File: config.mk
export PLATFORM = sky130hd
export DESIGN_NAME = uart_tx_fifo
export DESIGN_NICKNAME = d
export VERILOG_FILES = /design/src/rtl/uart_pkg.sv /design/src/rtl/uart_tx_fifo_mem.sv /design/src/rtl/uart_tx_fifo.sv
export SDC_FILE = /design/constraint.sdc
export NUM_CORES = 1
export LEC_CHECK = 0
export CORE_MARGIN = 1
export CORE_UTILIZATION = 55
export CTS_BUF_LIST = sky130_fd_sc_hd__clkbuf_8
export DETAILED_ROUTE_END_ITERATION = 10
export PLACE_DENSITY = 0.69
export SYNTH_ARGS = -nofsm -noshare
export SYNTH_HDL_FRONTEND = slang
export SYNTH_SLANG_ARGS = --single-unit
File: constraint.sdc
create_clock -name clk -period 3.7 [get_ports clk]
set_input_delay 0.74 -clock clk [delete_from_list [all_inputs] [get_ports clk]]
set_output_delay 0.74 -clock clk [all_outputs]
set_load 0.03 [all_outputs]
File: src/rtl/uart_pkg.sv
// ---------------------------------------------------------------------------
// uart_pkg
// Shared definitions for the UART transmitter slice: serializer state
// encoding, line levels and the bit-period helper.
// Contents:
//   tx_state_t       - serializer FSM states (3-bit encoding)
//   IDLE_LEVEL etc.  - line levels for idle, start and stop bits
//   DATA_BITS        - data bits per frame
//   calc_clks_per_bit- clock cycles per serial bit (integer truncation)
// ---------------------------------------------------------------------------
package uart_pkg;

    typedef enum logic [2:0] {
        IDLE   = 3'd0,
        START  = 3'd1,
        DATA   = 3'd2,
        PARITY = 3'd3,
        STOP   = 3'd4
    } tx_state_t;

    localparam logic IDLE_LEVEL  = 1'b1;
    localparam logic START_LEVEL = 1'b0;
    localparam logic STOP_LEVEL  = 1'b1;
    localparam int   DATA_BITS   = 8;

    function automatic int calc_clks_per_bit(input int clk_freq, input int baud_rate);
        return clk_freq / baud_rate;
    endfunction

endpackage

File: src/rtl/uart_tx_fifo_mem.sv
// ---------------------------------------------------------------------------
// uart_tx_fifo_mem
// Byte FIFO with synchronous write and combinational read. Pointers carry
// one extra wrap bit so full and empty can be told apart without a counter.
// Ports:
//   clk, rst_n  - clock, asynchronous active-low reset
//   push        - write push_data this edge (ignored when full)
//   push_data   - byte to store
//   pop         - advance read pointer this edge (ignored when empty)
//   pop_data    - byte at the head of the FIFO
//   full, empty - occupancy flags from registered pointers
//   level       - number of bytes held
// ---------------------------------------------------------------------------
module uart_tx_fifo_mem #(
    parameter int DEPTH = 16
) (
    input  logic                     clk,
    input  logic                     rst_n,
    input  logic                     push,
    input  logic [7:0]               push_data,
    input  logic                     pop,
    output logic [7:0]               pop_data,
    output logic                     full,
    output logic                     empty,
    output logic [$clog2(DEPTH):0]   level
);

    localparam int AW = $clog2(DEPTH);

    logic [7:0]  mem [DEPTH];
    logic [AW:0] wr_ptr;
    logic [AW:0] rd_ptr;
    logic        do_push;
    logic        do_pop;

    assign do_push = push && !full;
    assign do_pop  = pop && !empty;

    // Pointer update; both may move in the same cycle, leaving level unchanged.
    always_ff @(posedge clk or negedge rst_n) begin
        if (!rst_n) begin
            wr_ptr <= '0;
            rd_ptr <= '0;
        end else begin
            if (do_push) wr_ptr <= wr_ptr + (AW+1)'(1);
            if (do_pop)  rd_ptr <= rd_ptr + (AW+1)'(1);
        end
    end

    // Storage has no reset; stale bytes are unreachable once pointers clear.
    always_ff @(posedge clk) begin
        if (do_push) mem[wr_ptr[AW-1:0]] <= push_data;
    end

    assign pop_data = mem[rd_ptr[AW-1:0]];
    assign empty    = (wr_ptr == rd_ptr);
    assign full     = (wr_ptr[AW] != rd_ptr[AW]) && (wr_ptr[AW-1:0] == rd_ptr[AW-1:0]);
    assign level    = wr_ptr - rd_ptr;

endmodule

File: src/rtl/uart_tx_fifo.sv
// ---------------------------------------------------------------------------
// uart_tx_fifo
// Buffered UART transmitter: bytes enter a FIFO over valid/ready and are
// serialized LSB first as 8N1 frames (8E1 when UART_TX_PARITY_EN is defined).
// Consecutive frames are sent with no idle gap between stop and start.
// Build option:
//   UART_TX_PARITY_EN - insert an even parity bit between data and stop
// Ports:
//   clk, rst_n  - clock, asynchronous active-low reset
//   tx_data     - byte offered by upstream
//   tx_valid    - tx_data is valid
//   tx_ready    - FIFO has room (registered state only)
//   uart_tx     - registered serial line, idle high
//   tx_busy     - frame in progress or FIFO non-empty
//   fifo_level  - bytes held in the FIFO
// ---------------------------------------------------------------------------
module uart_tx_fifo
    import uart_pkg::*;
#(
    parameter int CLK_FREQ   = 50_000_000,
    parameter int BAUD_RATE  = 115200,
    parameter int FIFO_DEPTH = 16
) (
    input  logic                          clk,
    input  logic                          rst_n,
    input  logic [7:0]                    tx_data,
    input  logic                          tx_valid,
    output logic                          tx_ready,
    output logic                          uart_tx,
    output logic                          tx_busy,
    output logic [$clog2(FIFO_DEPTH):0]   fifo_level
);

    localparam int CLKS_PER_BIT = calc_clks_per_bit(CLK_FREQ, BAUD_RATE);
    localparam int BAUD_W       = (CLKS_PER_BIT > 1) ? $clog2(CLKS_PER_BIT) : 1;
    localparam logic [BAUD_W-1:0] BAUD_LAST = BAUD_W'(CLKS_PER_BIT - 1);
    localparam logic [2:0]        BIT_LAST  = 3'(DATA_BITS - 1);

    tx_state_t         state, state_next;
    logic [BAUD_W-1:0] baud_cnt, baud_next;
    logic [2:0]        bit_cnt, bit_next;
    logic [7:0]        shift_reg, shift_next;
    logic              line_next;
    logic              baud_done;
    logic              push;
    logic              pop;
    logic [7:0]        pop_data;
    logic              full;
    logic              empty;
`ifdef UART_TX_PARITY_EN
    logic              parity_bit, parity_next;
`endif

    assign tx_ready = !full;
    assign push     = tx_valid && tx_ready;
    assign tx_busy  = (state != IDLE) || !empty;

    uart_tx_fifo_mem #(
        .DEPTH(FIFO_DEPTH)
    ) u_mem (
        .clk       (clk),
        .rst_n     (rst_n),
        .push      (push),
        .push_data (tx_data),
        .pop       (pop),
        .pop_data  (pop_data),
        .full      (full),
        .empty     (empty),
        .level     (fifo_level)
    );

    // Serializer state, baud timing and shift register.
    always_ff @(posedge clk or negedge rst_n) begin
        if (!rst_n) begin
            state     <= IDLE;
            baud_cnt  <= '0;
            bit_cnt   <= '0;
            shift_reg <= '0;
`ifdef UART_TX_PARITY_EN
            parity_bit <= 1'b0;
`endif
        end else begin
            state     <= state_next;
            baud_cnt  <= baud_next;
            bit_cnt   <= bit_next;
            shift_reg <= shift_next;
`ifdef UART_TX_PARITY_EN
            parity_bit <= parity_next;
`endif
        end
    end

    // Line is registered from the current state, so it trails the FSM by one
    // cycle; every bit still lasts exactly CLKS_PER_BIT cycles on the wire.
    always_ff @(posedge clk or negedge rst_n) begin
        if (!rst_n) uart_tx <= IDLE_LEVEL;
        else        uart_tx <= line_next;
    end

    // Next-state logic. Pops happen from IDLE and on the last STOP cycle,
    // the latter giving back-to-back frames without an idle bit.
    always_comb begin
        state_next  = state;
        baud_next   = baud_cnt + BAUD_W'(1);
        bit_next    = bit_cnt;
        shift_next  = shift_reg;
        pop         = 1'b0;
        line_next   = IDLE_LEVEL;
        baud_done   = (baud_cnt == BAUD_LAST);
`ifdef UART_TX_PARITY_EN
        parity_next = parity_bit;
`endif
        case (state)
            IDLE: begin
                baud_next = '0;
                line_next = IDLE_LEVEL;
                if (!empty) begin
                    pop        = 1'b1;
                    shift_next = pop_data;
`ifdef UART_TX_PARITY_EN
                    parity_next = ^pop_data;
`endif
                    state_next = START;
                end
            end
            START: begin
                line_next = START_LEVEL;
                if (baud_done) begin
                    baud_next  = '0;
                    bit_next   = '0;
                    state_next = DATA;
                end
            end
            DATA: begin
                line_next = shift_reg[0];
                if (baud_done) begin
                    baud_next  = '0;
                    shift_next = shift_reg >> 1;
                    if (bit_cnt == BIT_LAST) begin
`ifdef UART_TX_PARITY_EN
                        state_next = PARITY;
`else
                        state_next = STOP;
`endif
                    end else begin
                        bit_next = bit_cnt + 3'd1;
                    end
                end
            end
`ifdef UART_TX_PARITY_EN
            PARITY: begin
                line_next = parity_bit;
                if (baud_done) begin
                    baud_next  = '0;
                    state_next = STOP;
                end
            end
`endif
            STOP: begin
                line_next = STOP_LEVEL;
                if (baud_done) begin
                    baud_next = '0;
                    if (!empty) begin
                        pop        = 1'b1;
                        shift_next = pop_data;
`ifdef UART_TX_PARITY_EN
                        parity_next = ^pop_data;
`endif
                        state_next = START;
                    end else begin
                        state_next = IDLE;
                    end
                end
            end
            default: begin
                baud_next  = '0;
                state_next = IDLE;
            end
        endcase
    end

endmodule

## After elaboration in Yosys (flattened, before gate mapping)

Memory sizes are Yosys's and may differ from the RTL's.
Index checks and enable logic that the tools add are counted.

| operators by class | value |
|---|---|
| reductions and logical operators | 15 |
| equal/unequal tests | 14 |
| add/subtract/negate cells | 5 |
| multiplexer cells | 23 |

Operators with widths:

| operator | count |
|---|---|
| 3-bit two-way mux | 8 |
| 8-bit two-way mux | 3 |
| 8-bit case mux with 3 select lines | 1 |
| 9-bit two-way mux | 2 |
| 2-bit inequality test (second input constant) | 6 |
| 3-bit case mux with 4 select lines | 1 |
| 5-bit by 1-bit adder with 5-bit output (second input constant) | 2 |
| 9-bit by 1-bit adder with 9-bit output (second input constant) | 1 |
| 9-bit equality test (second input constant) | 1 |
| 3-bit equality test (second input constant) | 2 |
| 3-bit case mux with 2 select lines | 1 |
| 3-bit nonzero test | 2 |
| 5-bit equality test | 1 |
| 1-bit two-way mux | 5 |
| 5-bit AND reduction | 1 |
| 5-bit subtractor | 1 |
| 4-bit equality test | 1 |
| 1-bit logical AND | 4 |
| 1-bit case mux with 2 select lines | 2 |
| 4-bit AND reduction | 1 |
| 3-bit by 1-bit adder with 3-bit output (second input constant) | 1 |
| 3-bit by 1-bit equality test with 1-bit output (second input constant) | 1 |
| 3-bit by 2-bit equality test with 1-bit output (second input constant) | 1 |
| 3-bit logical NOT | 1 |
| 6 further kinds | 7 |

| word-level totals | value |
|---|---|
| memories kept | 1 |
| output and inout bits | 8 |
| RAM bits | 128 |
| register bits | 34 |

Memory list:

| memory | words | width | rd ports | clocked after memory_dff | write ports | line | RTL |
|---|---|---|---|---|---|---|---|
| u_mem.mem | 16 | 8 | 1 | 0 | 1 | uart_tx_fifo_mem.sv:30 | `logic [7:0] mem [DEPTH];` |

## Longest topological paths before layout

Gate-level depths: netlist (run 1).

| logic depth | value |
|---|---|
| depth after elaboration | 7 |
| gate-level depth with buffers | 9 |
| mapped depth without buffers | 7 |

## Modules after synthesis

From an unflattened synthesis (run 1), not the netlist that was laid out.

| unflattened totals | value |
|---|---|
| cells, all modules | 414 |
| area, all modules | 6967.9 um2 |

By module, submodules not included:

| module | cells an instance | area an instance (um2) | sequential area each (um2) | times used |
|---|---|---|---|---|
| uart_tx_fifo_mem | 299 | 5696.7 | 4093.9 | 1 |
| uart_tx_fifo | 115 | 1271.2 | 601.8 | 1 |

## Least setup slack after synthesis (run 1)

Ideal clock, no wire load.

| timing path | value |
|---|---|
| path kind | reg-to-reg |
| start point | reg u_mem.rd_ptr[1] |
| end point | mem u_mem.mem[3][0], enable pin |
| slack | 0.586 ns |
| arrival | 2.731 ns |
| path buffers | 2 |
| library setup time | 0.383 ns |
| required time | 3.317 ns |
| period minus slack after synthesis | 3.114 ns |
| stages on the path, launching flop included | 10 |
| path through | dfrtp_1 > buf_6 > clkinv_1 > ha_1 > and4_1 > nand2b_1 > and2_1 > buf_2 > nand2_1 > nor3_1 |

| between the ends | value |
|---|---|
| longest elaborated chain between the ends | 7 |

Ends and longest elaborated chain:

| item | line | RTL |
|---|---|---|
| start, declared | uart_tx_fifo_mem.sv:32 | `logic [AW:0] rd_ptr;` |
| start signal, assigned | uart_tx_fifo_mem.sv:46 | `if (do_pop) rd_ptr <= rd_ptr + (AW+1)'(1);` |
| 4-bit equality test * | uart_tx_fifo_mem.sv:57 | `assign full = (wr_ptr[AW] != rd_ptr[AW]) && (wr_ptr[AW-1:0] == rd_ptr[AW-1:0]);` |
| 1-bit logical AND * | uart_tx_fifo_mem.sv:57 |  |
| 1-bit logical NOT * | uart_tx_fifo.sv:54 | `assign tx_ready = !full;` |
| net tx_ready | uart_tx_fifo.sv:28 | `output logic tx_ready,` |
| 1-bit logical AND | uart_tx_fifo.sv:55 | `assign push = tx_valid && tx_ready;` |
| 1-bit logical AND * | uart_tx_fifo_mem.sv:36 | `assign do_push = push && !full;` |
| 1-bit two-way mux * | uart_tx_fifo_mem.sv:52 | `if (do_push) mem[wr_ptr[AW-1:0]] <= push_data;` |
| 1-bit two-way mux (implied by the code) * | uart_tx_fifo_mem.sv:52 |  |
| end, declared | uart_tx_fifo_mem.sv:30 |  |

Mark *: on every way through the listed nets, which the timed path passes. The rest lies on a longest branch.

## Final worst setup path (run 1)

| timing path | value |
|---|---|
| start point | reg u_mem.wr_ptr[0] |
| end point | out fifo_level[4] |

| between the ends | value |
|---|---|
| longest elaborated chain between the ends | 1 |

Ends and longest elaborated chain:

| item | line | RTL |
|---|---|---|
| start, declared | uart_tx_fifo_mem.sv:31 | `logic [AW:0] wr_ptr;` |
| start signal, assigned | uart_tx_fifo_mem.sv:45 | `if (do_push) wr_ptr <= wr_ptr + (AW+1)'(1);` |
| 5-bit subtractor | uart_tx_fifo_mem.sv:58 | `assign level = wr_ptr - rd_ptr;` |
| end, declared | uart_tx_fifo.sv:31 | `output logic [$clog2(FIFO_DEPTH):0] fifo_level` |

No other way between the ends.

==> flow_summary.toml, run 1 <==
[sta]
setup_tns_ns = 0
worstMarginPinSlew_ns = 0.881
fmax_ghz = 0.290
whs_ns = 0.480
setup_viol = 0
grt_setup_unrepaired = "false"
drv_slew = 0
fin_skew_ns = 0.0145
fin_crit_ns = 3.44
relSlewSlack = 0.413
timing_hold_violations_final = 0
finalCritPeriodShare = 0.931

[layout]
largest_reg_flops = 128
area_growth_pct = 10.3
insertedDiodeCount = 0
layout_commonest_cell = "edfxtp_1"
final_cell_mix = "edfxtp_1 (128), nor2_1 (41), dfrtp_1 (32), a21oi_1 (30), mux2i_1 (29)"
drive_gt1_frac = 0.143
fin_nets = 501

[synthesis]
ys_seq_area_frac = 0.681
synthXorXnorAreaFrac = 0.0241
yosys.area_share.adder = 0.0265
syn_avg_cell_area_um2 = 15.4
synth_top_family_by_area = "multiplexers"
synth_edf_count = 128
synth_nets = 472
ys_types = 49
synth.cell_area_um2 = 6890
ys_warn_count = 0
synthCells = 447
ys.flop_type = "edfxtp_1"
synth-async-reset-ratio = 0.210
ys_ff_latch = 162
synth.area.mux_share = 0.101
synthSimpleGateAreaFrac = 0.0726
synth_compound_area_frac = 0.0635

[detailed_routing]
dr.pass1.iters = 5
drc = 0
viasPerCell = 5.72
wirelength_mm = 13.3
first_iter_violations = 280
ant_nets = 0
dr_total_vias = 3756
wl_per_cell_um = 20.2

[floorplan]
die_area_um2 = 13000
num_io_pins = 19
die_h_um = 114
dieWidth_um = 114
start_util = 0.569
fp-row-count = 40
coreArea_um2 = 12100

[cts]
insertion_delay_ns = 0.45
htreeDepth = 4
numCtsBuffers = 17
cts_hold_buf = 0
cts_setup_buffers = 0
path_clk_slew_ns = 0.09
cts_root_buffer = "clkbuf_8"
ctsLongestPathBuffers = 2
cts.repair.resized = 0
cts_tree = "done"
cts_sinks = 162

[worst_setup_path]
worstPathRequired_ns = 2.96
cp_common_cell = "inv_1"
r2r_slack_ns = 0.69
start_kind = "flop"
setup.worst_path.class = "flop to output port"
path_delay_family = "buffers and inverters"
worst-path-buf-inv = 3
path_cells = "inv_1, ha_1, fa_1, inv_1, a21o_1, a21oi_1, xnor2_1, clkdlybuf4s50_1"
slowest_delay_ns = 0.69
worst_path_max_delay_cell = "clkdlybuf4s50_1"
cp-end-kind = "output port"
r2r_end = "u_mem.mem[11][0]"
reg2regPathDepth = 7
crit_path_max_fanout = 4
regToRegStartpoint = "u_mem.rd_ptr[1]"
cp.arrival_ns = 2.70
startpoint = "u_mem.wr_ptr[0]"

[power_and_ir_drop]
pwr-share-clk = 0.299
leakage_nw = 2.89
power_frac_comb = 0.171
swShare = 0.275
p_int_w = 0.00303
p_sw_w = 0.00115
ir_drop_uv = 452
pwr-share-seq = 0.531
powerDensity_nw_per_um2 = 550

[hold_path]
hold_end = "uart_tx"
hold_start = "shift_reg[0]"
hp-class = "flop to flop"
hold_path_depth = 2

[place]
io_buffers = 18
post-dp-hpwl_mm = 8.79
gp_congestion = 0.803

[status]
status = "complete, no violations"

[grt]
grt_pass1_wl_mm = 21.3
antenna_found_initial = 0
grt_max_degree = 51
grt.total_usage = 0.230
grt_pass1_vias = 3788
gr-total-overflow = 0

[run]
drv_cap = 0
how the worst max path moves through the flow:
stage / end / slack [ns] / depth (start not counted)
global placement: fifo_level[4] / 0.81 / 8
CTS: fifo_level[4] / 0.22 / 8
detailed placement: u_mem.mem[11][2] / 0.70 / 7
global route: fifo_level[4] / 0.06 / 8
finish: fifo_level[4] / 0.26 / 8
floorplan: u_mem.mem[3][0] / 0.59 / 9
Yosys cell counts, types with 4 or more instances:
master,count,area (µm²)
nor3_1,6,30.0
mux4_2,17,383
nand2b_1,5,31.3
o31ai_1,7,52.6
nor2_1,41,154
buf_6,8,90.1
nand2_1,24,90.1
mux2i_1,29,290
nand4_1,8,50.1
edfxtp_1,128,3840
buf_2,4,20.0
a21oi_1,30,150
inv_1,11,41.3
xnor2_1,12,105
dfrtp_1,33,826
clkbuf_1,4,15.0
o22ai_1,7,43.8
xor2_1,7,61.3
nand3_1,6,30.0
a211o_1,7,61.3
ha_1,13,163
layer usage:
| layer | global-route usage | up-vias | wire, µm |
|---|---|---|---|
| li1 | - | 1749 | - |
| met1 | 0.312 | 1908 | 6160 |
| met2 | 0.363 | 85 | 6380 |
| met3 | 0.0574 | 14 | 517 |
| met4 | 0.0805 | 0 | 212 |
| met5 | 0 | - | 0 |
stage by stage:
stage	std cells	util	total power, W	setup WS (ns)	cell area [µm²]
2_1_floorplan	447	-	0.00268	0.586	6890
3_3_place_gp	625	0.596	0.00296	0.806	7210
3_5_place_dp	625	0.596	0.00297	0.702	7210
4_1_cts	657	0.628	0.00421	0.220	7600
5_1_grt	657	0.628	0.00437	0.0582	7600
6_report	657	0.628	0.00418	0.256	7600
worst register-to-register path, delay by kind of cell, from the launching register on:
| family | cells | cell delay [ns] |
|---|---|---|
| buf+inv | 1 | 0.26 |
| simple gates | 5 | 1.55 |
| fa+ha+maj | 1 | 0.38 |
| flops | 1 | 0.45 |
cell families after synthesis:
group	count (synthesis)
flip-flops	162
AND/OR/NAND/NOR	105
multiplexers	48
buffers and inverters	33
adder cells (fa/ha/maj)	14
AO/OA/AOI/OAI	66
XOR/XNOR	19
power by group through the flow:
stage               Clock, W  Combinational [W]  Sequential [W]
finish               0.00125           0.000714         0.00222
global route         0.00136           0.000777         0.00223
global placement           0           0.000705         0.00225
CTS                  0.00127           0.000718         0.00222
floorplan                  0           0.000468         0.00221
detailed placement         0           0.000716         0.00226
layout make-up:
type                       instances  area (µm²)
sequential                       162        4700
fill                             890        4510
inverter                          12        45.0
clock inverter                    14         140
tap                              168         210
timing repair buffer              31         278
clock buffer                      18         248
multi-input combinational        252        1980
Power figures use the tool's default switching activity.
==> run 2, diff against run 1 <==
--- a/config.mk
+++ b/config.mk
@@ -5,11 +5,12 @@
 export SDC_FILE = /design/constraint.sdc
 export NUM_CORES = 1
 export LEC_CHECK = 0
+export CAP_MARGIN = 20
 export CORE_MARGIN = 1
-export CORE_UTILIZATION = 55
+export CORE_UTILIZATION = 45
 export CTS_BUF_LIST = sky130_fd_sc_hd__clkbuf_8
 export DETAILED_ROUTE_END_ITERATION = 10
-export PLACE_DENSITY = 0.69
+export PLACE_DENSITY = 0.58
 export SYNTH_ARGS = -nofsm -noshare
 export SYNTH_HDL_FRONTEND = slang
 export SYNTH_SLANG_ARGS = --single-unit
==> run 2 against run 1 <==
Compared with the run above: worst setup slack got worse by 0.011 ns; non-clock buffer count grew 3; sequential power barely moved.
==> flow_summary.toml, run 2 (synthesized netlist as in run 1, its figures left out) <==
[status]
status = "complete, no violations"

[grt]
gr-total-overflow = 0
antenna_found_initial = 0
grt_max_degree = 51
grt.total_usage = 0.192
grt_pass1_wl_mm = 21.7
grt_pass1_vias = 3704

[floorplan]
dieWidth_um = 126
num_io_pins = 19
fp-row-count = 44
die_area_um2 = 15800
die_h_um = 126
coreArea_um2 = 14800
start_util = 0.467

[sta]
relSlewSlack = 0.394
timing_hold_violations_final = 0
fin_crit_ns = 3.45
finalCritPeriodShare = 0.934
grt_setup_unrepaired = "false"
setup_viol = 0
drv_slew = 0
fmax_ghz = 0.289
setup_tns_ns = 0
fin_skew_ns = 0.0141
finalWorstSetupSlack_ns = 0.245
worstMarginPinSlew_ns = 0.909

[hold_path]
hold_start = "shift_reg[0]"
hp-class = "flop to flop"

[cts]
insertion_delay_ns = 0.45
cts_root_buffer = "clkbuf_8"
cts_hold_buf = 0
cts.repair.resized = 0
cts_tree = "done"
cts_setup_buffers = 0
numCtsBuffers = 17
ctsLongestPathBuffers = 2
htreeDepth = 4
cts_sinks = 162
path_clk_slew_ns = 0.10

[worst_setup_path]
worstPathRequired_ns = 2.96
regToRegStartpoint = "u_mem.rd_ptr[1]"
start_kind = "flop"
crit_path_max_fanout = 4
startpoint = "u_mem.wr_ptr[0]"
cp-end-kind = "output port"
cp.arrival_ns = 2.71
setup.worst_path.class = "flop to output port"

[detailed_routing]
drc = 0
first_iter_violations = 297
wl_per_cell_um = 20.6
wirelength_mm = 13.9
ant_nets = 0
dr_total_vias = 3695
wl_met3_um = 565
dr.pass1.iters = 5
wl_met1_mm = 6.53
viasPerCell = 5.47
routed.top_layer = "met4"
wl_met2_mm = 6.73

[power_and_ir_drop]
leakage_nw = 2.93
powerDensity_nw_per_um2 = 563
fin_total_pwr_w = 0.00433
pwr-share-seq = 0.512
p_int_w = 0.00314
pwr-share-clk = 0.323
p_sw_w = 0.00119
power_frac_comb = 0.165
swShare = 0.276
ir_drop_uv = 291

[layout]
layout_commonest_cell = "edfxtp_1"
largest_reg_flops = 128
insertedDiodeCount = 0
final_cell_mix = "edfxtp_1 (128), nor2_1 (41), dfrtp_1 (32), a21oi_1 (30), mux2i_1 (29)"
drive_gt1_frac = 0.152
area_growth_pct = 11.6
fin_nets = 504

[run]
drv_cap = 0

[place]
post-dp-hpwl_mm = 9.06
preCtsSetupSlack_ns = 0.719
io_buffers = 18
gp_congestion = 0.780
==> run 2: cell types whose count changed in the layout (fill, tap and decap cells not counted) <==
cell,before,now
clkinv_2,2,1
bufinv_16,2,3
inv_8,0,2
buf_4,13,16
clkinv_4,2,3
inv_1,14,12
clkbuf_8,18,19
clkinvlp_4,2,0
==> run 2: power groups by stage <==
stage | Sequential [W] | Clock [W] | Combinational (W)
after floorplan | 0.00221 | 0 | 0.000468
after global placement | 0.00225 | 0 | 0.000724
after detailed placement | 0.00226 | 0 | 0.000721
after CTS | 0.00222 | 0.00143 | 0.000726
after global routing | 0.00223 | 0.00151 | 0.000783
final | 0.00222 | 0.00140 | 0.000717
==> run 2: final cells by class <==
cell class              instances  area [µm²]
repair buffers                 34         300
multi-input cells             252        1980
well taps                     184         230
clock inverters                13         174
clock buffers                  19         262
inverters                      12        45.0
fillers                      1212        7060
flip-flops and latches        162        4700
==> run 2: metal layers <==
metal,vias to the layer above,track usage
met5,-,0
met4,0,0.0631
met3,8,0.0489
met2,82,0.296
met1,1849,0.267
li1,1756,-
==> run 2: worst max-delay path, cell delays in order, from the launching register on <==
cell             delay (ns)
dfrtp_1                0.42
inv_1                  0.12
ha_1                   0.22
fa_1                   0.41
inv_1                  0.08
a21o_1                 0.11
a21oi_1                0.07
xnor2_1                0.13
clkdlybuf4s50_1        0.69
==> run 2: through the flow <==
step                       util  std cells  area [µm²]  hold slack [ns]
after global routing      0.521        676        7690            0.515
after detailed placement  0.492        644        7260            0.471
after CTS                 0.521        676        7690            0.492
after floorplan               -        447        6890            0.444
after global placement    0.492        644        7260            0.463
final                     0.521        676        7690            0.486
==> run 2: worst paths after layout <==
check / end / slack, ns / cells after the start
max: fifo_level[4] / 0.25 / 8
min: uart_tx / 0.49 / 2
max reg2reg: u_mem.mem[6][4] / 0.72 / 7
min reg2reg: uart_tx / 0.49 / 2
max in group asynchronous: uart_tx / 2.29 / 2
min in group asynchronous: u_mem.wr_ptr[0] / 0.71 / 1
